==> src/rtl/rpn_alu_datapath.sv <==
// RPN calculator datapath: operand/opcode capture, registered ALU with NZCV flags, display mux.
// Optional: define RPN_DP_SAT_EN to saturate signed add/sub overflow instead of wrapping.
module rpn_alu_datapath #(
  parameter int WIDTH = 16
) (
  input  logic             clk,
  input  logic             reset,
  input  logic [WIDTH-1:0] data_in,
  input  logic             load_op_a,
  input  logic             load_op_b,
  input  logic             load_op_code,
  input  logic             update_res,
  input  logic             to_display_sel,
  output logic [WIDTH-1:0] op_a,
  output logic [WIDTH-1:0] op_b,
  output logic [WIDTH-1:0] result,
  output logic [3:0]       flags,
  output logic             result_valid,
  output logic [WIDTH-1:0] display_value
);

  logic [WIDTH-1:0] r_op_a, r_op_b, r_result, r_display;
  logic [1:0]       r_opcode;
  logic [3:0]       r_flags;
  logic             r_valid, r_pending;

  logic [WIDTH:0]   w_sum, w_diff;
  logic [WIDTH-1:0] w_raw, w_res;
  logic             w_c, w_v;

  always_comb begin
    w_sum  = {1'b0, r_op_a} + {1'b0, r_op_b};
    w_diff = {1'b0, r_op_a} - {1'b0, r_op_b};
    w_raw  = '0;
    w_c    = 1'b0;
    w_v    = 1'b0;
    case (r_opcode)
      2'b00: begin
        w_raw = w_diff[WIDTH-1:0];
        w_c   = ~w_diff[WIDTH];  // no borrow means A >= B
        w_v   = (r_op_a[WIDTH-1] != r_op_b[WIDTH-1]) && (w_diff[WIDTH-1] != r_op_a[WIDTH-1]);
      end
      2'b01: begin
        w_raw = w_sum[WIDTH-1:0];
        w_c   = w_sum[WIDTH];
        w_v   = (r_op_a[WIDTH-1] == r_op_b[WIDTH-1]) && (w_sum[WIDTH-1] != r_op_a[WIDTH-1]);
      end
      2'b10: w_raw = r_op_a | r_op_b;
      default: w_raw = r_op_a & r_op_b;
    endcase
`ifdef RPN_DP_SAT_EN
    // Overflow direction follows A's sign for both add and sub.
    if (w_v)
      w_res = r_op_a[WIDTH-1] ? {1'b1, {(WIDTH-1){1'b0}}} : {1'b0, {(WIDTH-1){1'b1}}};
    else
      w_res = w_raw;
`else
    w_res = w_raw;
`endif
  end

  always_ff @(posedge clk) begin
    if (reset) begin
      r_op_a    <= '0;
      r_op_b    <= '0;
      r_opcode  <= '0;
      r_result  <= '0;
      r_flags   <= '0;
      r_valid   <= 1'b0;
      r_pending <= 1'b0;
      r_display <= '0;
    end else begin
      if (load_op_a)    r_op_a   <= data_in;
      if (load_op_b)    r_op_b   <= data_in;
      if (load_op_code) r_opcode <= data_in[1:0];
      r_pending <= load_op_code | update_res;
      if (r_pending) begin
        r_result <= w_res;
        r_flags  <= {w_res[WIDTH-1], (w_res == '0), w_c, w_v};
        r_valid  <= 1'b1;
      end
      // An operand change invalidates, even on a commit edge.
      if (load_op_a || load_op_b) r_valid <= 1'b0;
      r_display <= to_display_sel ? r_result : data_in;
    end
  end

  assign op_a          = r_op_a;
  assign op_b          = r_op_b;
  assign result        = r_result;
  assign flags         = r_flags;
  assign result_valid  = r_valid;
  assign display_value = r_display;

endmodule

==> config.mk <==
export PLATFORM = sky130hd
export DESIGN_NAME = rpn_alu_datapath
export DESIGN_NICKNAME = d
export VERILOG_FILES = /design/src/rtl/rpn_alu_datapath.sv
export SDC_FILE = /design/constraint.sdc
export NUM_CORES = 1
export LEC_CHECK = 0
export ABC_AREA = 1
export CAP_MARGIN = 20
export CORE_MARGIN = 2
export CORE_UTILIZATION = 30
export CTS_CLUSTER_SIZE = 40
export DETAILED_ROUTE_END_ITERATION = 10
export SETUP_SLACK_MARGIN = 0.5
export SKIP_CTS_REPAIR_TIMING = 1
export SLEW_MARGIN = 40
export SYNTH_ARGS = -nofsm -noshare
export SYNTH_HDL_FRONTEND = slang
export SYNTH_SLANG_ARGS = --single-unit
==> constraint.sdc <==
create_clock -name clk -period 2.9 [get_ports clk]
set_clock_uncertainty 0.15 [all_clocks]
set_input_delay 0.58 -clock clk [delete_from_list [all_inputs] [get_ports clk]]
set_output_delay 0.58 -clock clk [all_outputs]
set_load 0.02 [all_outputs]
==> results.json, run 1 <==
{
  "grt_pass1_vias": 5272,
  "met1_usage": 0.2591,
  "grt_usage": 0.1923,
  "drtAntennaViolNets": 0,
  "min_to": "flags[0]$_SDFFE_PP0P_",
  "gp_congestion": 0.9372,
  "slew_headroom": 0.6468,
  "htree_levels": 3,
  "reg2reg_slack_ns": 0.42,
  "status": "finished, final reports clean",
  "cellPowerDensity_nw_per_um2": 490.1,
  "syn-cell-area_um2": 5172,
  "final_cell_mix": "166 x nand2_1, 108 x inv_1, 92 x nor2_1",
  "vias": 5565,
  "path_max_fanout": 3,
  "power_leakage_nw": 3.220,
  "nFillCells": 1820,
  "ff2ff_path_depth": 13,
  "hold_path_startpoint": "flags[0]$_SDFFE_PP0P_",
  "cp-start-kind": "register",
  "crit-reg2reg-capture": "flags[2]$_SDFFE_PP0P_",
  "clkTransAtPathRegs_ns": 0.06,
  "setup_violations": 0,
  "fin_crit_sh": 0.8566,
  "mostFrequentLayoutCell": "nand2_1",
  "clock_sinks": 71,
  "drtPass1Iterations": 8,
  "ff_latch_area_um2": 1448,
  "initial_utilization": 0.3033,
  "clk-insertion-delay-late_ns": 0.35,
  "cap_violations": 0,
  "io_pins": 92,
  "drive_gt1_frac": 0.1667,
  "reg2reg_from": "op_b[0]$_SDFFE_PP0P_",
  "grt_max_degree": 46,
  "ctsRootBufferMaster": "clkbuf_16",
  "drt_wl_total_um": 17780,
  "synth-edff-count": 0,
  "grt-busiest-layer": "met2",
  "placementRows": 48,
  "antenna-diode-count": 0,
  "clk_path_buf_depth": 2,
  "finalHoldViolCount": 0,
  "gr-usage-met3": 0.04265,
  "fmax_ghz": 0.4025,
  "io_buffer_count": 91,
  "drc_errors": 0,
  "synthDistinctLibCells": 33,
  "max-vdd-ir-drop_v": 0.0002500,
  "cts_made_buffers": 9,
  "grt_first_pass_wirelength_um": 27520,
  "min_period_ns": 2.484,
  "synth_flop_cell": "dfxtp_1",
  "nNetsFinal": 995,
  "dp_hpwl_um": 13620,
  "antenna_found_initial": 0,
  "end_kind": "register",
  "holdPathStages": 2,
  "overflow": 0,
  "hp-class": "reg2reg",
  "synth-seq-cells": 71,
  "required_ns": 3.02,
  "multi_input_area_um2": 3447,
  "die_w_um": 135.3,
  "ys_warn_count": 0,
  "setup_tns_ns": 0,
  "slew_violations": 0,
  "critPathKind": "reg2reg",
  "syn_nets": 896,
  "total_power_mw": 3.477,
  "rsz0062_at_grt": "true",
  "area_growth_pct": 37.16,
  "arrival_ns": 2.61,
  "globalRouteMet2Util": 0.3057,
  "drt_iter0_markers": 321,
  "synthCells": 820,
  "async_reset_ff_frac": 0,
  "wire_per_inst_um": 15.48,
  "ys_seq_area_frac": 0.2748,
  "avgSynthCellArea_um2": 6.308,
  "avgViaCountPerCell": 4.843,
  "dieArea_um2": 18310,
  "chipHeight_um": 135.3,
  "core_um2": 17060,
  "cts_tree": "built",
  "worstMarginPinSlew_ns": 0.5278
}
[power by group]
| group | leakage, nW | switching, mW | internal [mW] | total (mW) |
|---|---|---|---|---|
| Clock | 0.140 | 0.492 | 0.614 | 1.11 |
| Combinational | 2.49 | 0.750 | 0.504 | 1.25 |
| Sequential | 0.595 | 0.0633 | 1.05 | 1.12 |
[worst max path at each step]
stage / slack, ns / endpoint / start
after floorplan: 0.53 / flags[2]$_SDFFE_PP0P_ / op_b[0]$_SDFFE_PP0P_
after global placement: 0.12 / flags[2]$_SDFFE_PP0P_ / op_b[0]$_SDFFE_PP0P_
after detailed placement: 0.11 / flags[2]$_SDFFE_PP0P_ / op_b[0]$_SDFFE_PP0P_
after CTS: 0.07 / flags[2]$_SDFFE_PP0P_ / op_b[0]$_SDFFE_PP0P_
after global routing: 0.28 / flags[2]$_SDFFE_PP0P_ / op_b[0]$_SDFFE_PP0P_
final: 0.42 / flags[2]$_SDFFE_PP0P_ / op_b[0]$_SDFFE_PP0P_
[area by class of cell]
| type | count | area share |
|---|---|---|
| Inverter | 128 | 0.06772 |
| Clock inverter | 6 | 0.007231 |
| Multi-Input combinational cell | 587 | 0.4859 |
| Timing Repair Buffer | 122 | 0.1617 |
| Clock buffer | 10 | 0.03369 |
| Sequential cell | 71 | 0.2041 |
| Tap cell | 225 | 0.03968 |
[per-stage QoR]
stage          hold slack (ns)  cells  cell area (µm²)    util  setup slack [ns]
2_1_floorplan           0.3742    820             5174       -            0.5284
3_3_place_gp            0.3093   1119             6320  0.3705            0.1198
3_5_place_dp            0.3149   1119             6320  0.3705            0.1095
4_1_cts                 0.3213   1135             6610  0.3875           0.06997
5_1_grt                 0.3684   1149             7094  0.4159            0.2788
6_report                0.3236   1149             7094  0.4159            0.4158
[per-layer routing]
| metal | vias to the layer above | routed length, µm |
|---|---|---|
| li1 | 2802 | - |
| met1 | 2543 | 8275 |
| met2 | 191 | 7929 |
| met3 | 29 | 1208 |
| met4 | 0 | 368 |
| met5 | - | 0 |
[Yosys cell counts (2+ instances only)]
library cell / count / area, µm²
a21oi_1: 65 / 325.3
and2_1: 2 / 12.51
buf_2: 4 / 20.02
buf_4: 9 / 67.56
clkbuf_1: 20 / 75.07
clkinv_1: 2 / 7.510
dfxtp_1: 71 / 1421
fa_1: 2 / 40.04
ha_1: 51 / 638.1
inv_1: 118 / 442.9
inv_2: 8 / 30.03
nand2_1: 177 / 664.4
nand2_2: 4 / 25.02
nand3_1: 71 / 355.3
nand3_2: 2 / 20.02
nand4_1: 9 / 56.30
nor2_1: 102 / 382.9
nor2_2: 2 / 12.51
nor3_1: 4 / 20.02
o21ai_0: 74 / 370.4
o21bai_1: 2 / 15.01
o22ai_1: 2 / 12.51
or2_2: 9 / 56.30
[kinds of logic (layout without fill, tap and decap cells)]
| group | after synthesis | count (layout) | synth area share |
|---|---|---|---|
| flip-flops | 71 | 71 | 0.2748 |
| adder cells (fa/ha/maj) | 53 | 53 | 0.1311 |
| AO/OA/AOI/OAI | 149 | 149 | 0.1505 |
| XOR/XNOR | 1 | 1 | 0.001694 |
| buffers and inverters | 162 | 266 | 0.1265 |
| AND/OR/NAND/NOR | 384 | 384 | 0.3154 |
[critical path, cell delays in order, from the launching register on]
cell and delay, ns:
dfxtp_4 0.36, buf_6 0.12, ha_4 0.16, fa_2 0.55
o21ai_2 0.06, o22ai_2 0.18, nand2_1 0.07, nor2_1 0.10
nand3_1 0.11, nor2_1 0.12, nand3_1 0.09, nor2_1 0.13
nand2_1 0.08, a21oi_2 0.13
[state kept, by name, summed over array words and instances, names as in the netlist]
register / flops
display_value: 16
op_a: 16
op_b: 16
result: 16
flags: 3
r_opcode: 2
r_pending: 1
result_valid: 1
Note: power is estimated with default switching activity, not from simulation.
==> run 2, diff against run 1 <==
==> constraint.sdc (replaced) <==
create_clock -name clk -period 2.9 [get_ports clk]
set_clock_uncertainty 0.15 [all_clocks]
set_input_delay 0.29 -clock clk [delete_from_list [all_inputs] [get_ports clk]]
set_output_delay 0.29 -clock clk [all_outputs]
set_load 0.02 [all_outputs]
==> results.json, run 2 (synthesized netlist as in run 1, its figures left out) <==
{
  "die_w_um": 135.3,
  "ctsRootBufferMaster": "clkbuf_16",
  "slew_violations": 0,
  "gp_congestion": 0.9399,
  "drtPass1Iterations": 5,
  "cp-start-kind": "register",
  "rsz0062_at_grt": "true",
  "antenna_found_initial": 0,
  "whs_ns": 0.3167,
  "fmax_ghz": 0.4073,
  "crit_chain": "inv_4 -> ha_4 -> buf_4 -> inv_2 -> nand2_1 -> nand2_2 -> clkinv_1 -> nand2_1 -> inv_2 -> nand2_2 -> nand2_1 -> nand3_1 -> nand4_1 -> nor2_1 -> nand3_1 -> nor2_1 -> nand2_1 -> a21oi_2",
  "reg2reg_from": "op_b[6]$_SDFFE_PP0P_",
  "htree_levels": 3,
  "post_dp_cell_area_um2": 6312,
  "grt_max_degree": 46,
  "cellPowerDensity_nw_per_um2": 515.5,
  "clkTransAtPathRegs_ns": 0.07,
  "dp_hpwl_um": 13410,
  "reg2reg_slack_ns": 0.44,
  "setup_violations": 0,
  "drt_iter0_markers": 305,
  "area_growth_pct": 37.40,
  "clk-insertion-delay-late_ns": 0.35,
  "cap_violations": 0,
  "crit_path_max_incr_delay_ns": 0.39,
  "ff2ff_path_depth": 18,
  "max-vdd-ir-drop_v": 0.0003236,
  "finish.utilization": 0.4167,
  "slew_headroom": 0.6600,
  "grt_pass1_vias": 5171,
  "mostFrequentLayoutCell": "nand2_1",
  "io_pins": 92,
  "avgViaCountPerCell": 4.868,
  "finalHoldViolCount": 0,
  "total_power_mw": 3.663,
  "hp-class": "reg2reg",
  "drive_gt1_frac": 0.1717,
  "cp-startpoint": "op_b[6]$_SDFFE_PP0P_",
  "arrival_ns": 2.58,
  "final_cell_mix": "164 x nand2_1, 110 x inv_1, 91 x clkdlybuf4s50_1",
  "cpMostUsedCell": "nand2_1",
  "place_inst": 1118,
  "cts_tree": "built",
  "drt_wl_total_um": 18120,
  "io_buffer_count": 91,
  "dp_slack_ns": 0.1466,
  "antenna-diode-count": 0,
  "grt_usage": 0.1927,
  "path_max_fanout": 5,
  "chipHeight_um": 135.3,
  "initial_utilization": 0.3033,
  "setup_ws_ns": 0.4448,
  "min_period_ns": 2.455,
  "cpMaxStageDelayCell": "dfxtp_4",
  "clk_path_buf_depth": 2,
  "critPathKind": "reg2reg",
  "grt_first_pass_wirelength_um": 27570,
  "dieArea_um2": 18310,
  "overflow": 0,
  "final_cells": 1145,
  "end_kind": "register",
  "power_leakage_nw": 3.214,
  "crit-reg2reg-capture": "flags[2]$_SDFFE_PP0P_",
  "core_um2": 17060,
  "setup_tns_ns": 0,
  "nNetsFinal": 991,
  "drtAntennaViolNets": 0,
  "worstMarginPinSlew_ns": 0.5095,
  "status": "finished, final reports clean",
  "required_ns": 3.02,
  "vias": 5574,
  "placementRows": 48,
  "drc_errors": 0,
  "clock_sinks": 71,
  "final_cell_area_um2": 7107,
  "wire_per_inst_um": 15.83,
  "cts_made_buffers": 9,
  "fin_crit_sh": 0.8466,
  "crit_end": "flags[2]$_SDFFE_PP0P_"
}
-- run 2: cell types whose count changed in the layout (fill, tap and decap cells not counted), moves of 3 or more --
| cell | delta |
|---|---|
| dfxtp_1 | -5 |
| dfxtp_2 | +5 |
| buf_4 | -4 |
| clkinv_4 | -3 |
| inv_2 | -3 |
| nand2_2 | +3 |
| nand3_2 | +3 |
| nor2_1 | -3 |
| nor2_2 | +3 |
-- run 2: worst max-delay path: cells and delay by family (launching register included) --
kind	cells	cell delay (ns)
buffers and inverters	5	0.38
AOI/OAI and AO/OA	1	0.10
DFF	1	0.39
adders and majority gates	1	0.24
and+or+nand+nor	11	1.12
-- run 2: routing by layer --
metal	wire length [µm]	GRT usage
met5	0	0
met3	1182	0.02694
met1	8410	0.2661
met2	8138	0.3068
met4	393	0.06944
-- run 2: layout make-up --
class	instances	area [µm²]
Inverter	128	483.0
Clock buffer	10	239.0
Sequential cell	71	1454
Timing Repair Buffer	118	1111
Tap cell	225	281.5
Multi-Input combinational cell	587	3448
Clock inverter	6	90.09
Fill cell	1806	9950
-- run 2: worst min path at each step --
| stage | start | to | depth (start not counted) |
|---|---|---|---|
| 2_1_floorplan | reset | flags[2]$_SDFFE_PP0P_ | 1 |
| 3_3_place_gp | flags[0]$_SDFFE_PP0P_ | flags[0]$_SDFFE_PP0P_ | 2 |
| 3_5_place_dp | flags[0]$_SDFFE_PP0P_ | flags[0]$_SDFFE_PP0P_ | 2 |
| 4_1_cts | flags[0]$_SDFFE_PP0P_ | flags[0]$_SDFFE_PP0P_ | 2 |
| 5_1_grt | flags[0]$_SDFFE_PP0P_ | flags[0]$_SDFFE_PP0P_ | 2 |
| 6_report | flags[0]$_SDFFE_PP0P_ | flags[0]$_SDFFE_PP0P_ | 2 |
-- run 2: report_power, final --
| part | leakage, nW | total [mW] | internal [mW] | switching (mW) |
|---|---|---|---|---|
| Sequential | 0.596 | 1.12 | 1.05 | 0.0629 |
| Combinational | 2.46 | 1.26 | 0.497 | 0.758 |
| Clock | 0.159 | 1.29 | 0.784 | 0.508 |
| Total | 3.21 | 3.66 | 2.33 | 1.33 |
==> run 3, diff against run 2 <==
clock period = 2.5 ns   (was 2.9 ns; I/O delays follow)
==> results.json, run 3 (synthesized netlist as in run 1, its figures left out) <==
{
  "status": "finished, final reports clean",
  "antenna_found_initial": 0,
  "vias": 5865,
  "p_int_mw": 2.688,
  "rsz0062_at_grt": "true",
  "fin_crit_sh": 0.9900,
  "chipHeight_um": 135.3,
  "grt_usage": 0.1960,
  "final_cell_area_um2": 8005,
  "dieArea_um2": 18310,
  "cp-start-kind": "register",
  "clk-insertion-delay-late_ns": 0.35,
  "clkTransAtPathRegs_ns": 0.07,
  "core_um2": 17060,
  "avgViaCountPerCell": 4.803,
  "post_dp_cell_area_um2": 6992,
  "drtAntennaViolNets": 0,
  "p_sw_frac": 0.3794,
  "ff2ff_path_depth": 16,
  "required_ns": 2.64,
  "total_power_mw": 4.330,
  "arrival_ns": 2.62,
  "setup_tns_ns": 0,
  "nNetsFinal": 1067,
  "area_growth_pct": 54.77,
  "cts_made_buffers": 9,
  "cts_tree": "built",
  "finish.utilization": 0.4693,
  "fmax_ghz": 0.4040,
  "crit-reg2reg-capture": "flags[2]$_SDFFE_PP0P_",
  "overflow": 0,
  "place_inst": 1190,
  "reg2reg_slack_ns": 0.03,
  "whs_ns": 0.3221,
  "path_max_fanout": 3,
  "io_buffer_count": 91,
  "die_w_um": 135.3,
  "final_cell_mix": "123 x nand2_1, 93 x inv_1, 93 x buf_4",
  "mostFrequentLayoutCell": "nand2_1",
  "hp-class": "reg2reg",
  "clock_sinks": 71,
  "power_leakage_nw": 3.666,
  "end_kind": "register",
  "power.share.combinational": 0.415,
  "clk_path_buf_depth": 2,
  "setup_violations": 0,
  "slew_headroom": 0.6303,
  "holdPathStages": 2,
  "placementRows": 48,
  "drt_iter0_markers": 384,
  "grt_max_degree": 48,
  "worstMarginPinSlew_ns": 0.5540,
  "cellPowerDensity_nw_per_um2": 541.0,
  "min_period_ns": 2.475,
  "reg2reg_from": "op_a[0]$_SDFFE_PP0P_",
  "dp_hpwl_um": 13740,
  "slew_violations": 0,
  "grt_first_pass_wirelength_um": 27860,
  "p_seq_frac": 0.296,
  "final_cells": 1221,
  "htree_levels": 3,
  "critPathKind": "reg2reg",
  "nFillCells": 1773,
  "switching_power_mw": 1.643,
  "drt_wl_total_um": 18540,
  "dp_slack_ns": -0.01401,
  "grt_pass1_vias": 5324,
  "finalHoldViolCount": 0,
  "cap_violations": 0,
  "drtPass1Iterations": 5,
  "ctsRootBufferMaster": "clkbuf_16",
  "crit_end": "flags[2]$_SDFFE_PP0P_",
  "io_pins": 92,
  "wire_per_inst_um": 15.18,
  "antenna-diode-count": 0,
  "gp_congestion": 0.8917,
  "setup_ws_ns": 0.02504,
  "pwr-share-clk": 0.289,
  "max-vdd-ir-drop_v": 0.0003450,
  "cp-startpoint": "op_a[0]$_SDFFE_PP0P_",
  "initial_utilization": 0.3033,
  "drive_gt1_frac": 0.3273,
  "drc_errors": 0
}
[run 3: changes by cell type in the layout (fill, tap and decap cells not counted), sizes merged]
cell | previous run | this run
buf | 27 | 103
bufinv | 2 | 0
clkinv | 3 | 2
inv | 128 | 131
[run 3: routing by layer]
layer,track usage,vias up,routed length [µm]
met5,0,-,0
met4,0.06076,0,353
met3,0.04302,26,1204
met2,0.3139,198,8660
met1,0.2638,2693,8321
li1,-,2948,-
[run 3: worst min path at each step]
stage	end	start	slack (ns)
after CTS	flags[0]$_SDFFE_PP0P_	flags[0]$_SDFFE_PP0P_	0.32
after detailed placement	flags[0]$_SDFFE_PP0P_	flags[0]$_SDFFE_PP0P_	0.31
after floorplan	flags[2]$_SDFFE_PP0P_	reset	0.16
final	flags[0]$_SDFFE_PP0P_	flags[0]$_SDFFE_PP0P_	0.32
after global placement	flags[0]$_SDFFE_PP0P_	flags[0]$_SDFFE_PP0P_	0.31
after global routing	flags[0]$_SDFFE_PP0P_	flags[0]$_SDFFE_PP0P_	0.35
[run 3: power by group through the flow]
stage	clock network (mW)	logic, mW	registers (mW)
2_1_floorplan	0	0.725	1.41
3_3_place_gp	0	1.46	1.30
3_5_place_dp	0	1.46	1.30
4_1_cts	1.27	1.46	1.28
5_1_grt	1.31	1.94	1.29
6_report	1.25	1.80	1.28
[run 3: area by class of cell]
cell class	count	area, µm²	share of cell area
Multi-Input combinational cell	587	3740	0.4672
Timing Repair Buffer	194	1722	0.2151
Sequential cell	71	1498	0.1871
Inverter	128	493.0	0.06158
Tap cell	225	281.5	0.03517
Clock buffer	10	229.0	0.02860
Clock inverter	6	42.54	0.005314
[run 3: critical path, stage by stage, from the launching register on]
cell	delay, ns
dfxtp_4	0.37
inv_4	0.04
ha_4	0.15
fa_2	0.38
inv_2	0.10
nand2_4	0.06
nand3_4	0.08
nand3b_4	0.09
nand2_2	0.08
nand2_1	0.05
nand3_1	0.06
nand4_1	0.22
nor2_1	0.16
nand3_1	0.10
nor2_1	0.13
nand2_1	0.07
a21oi_2	0.11
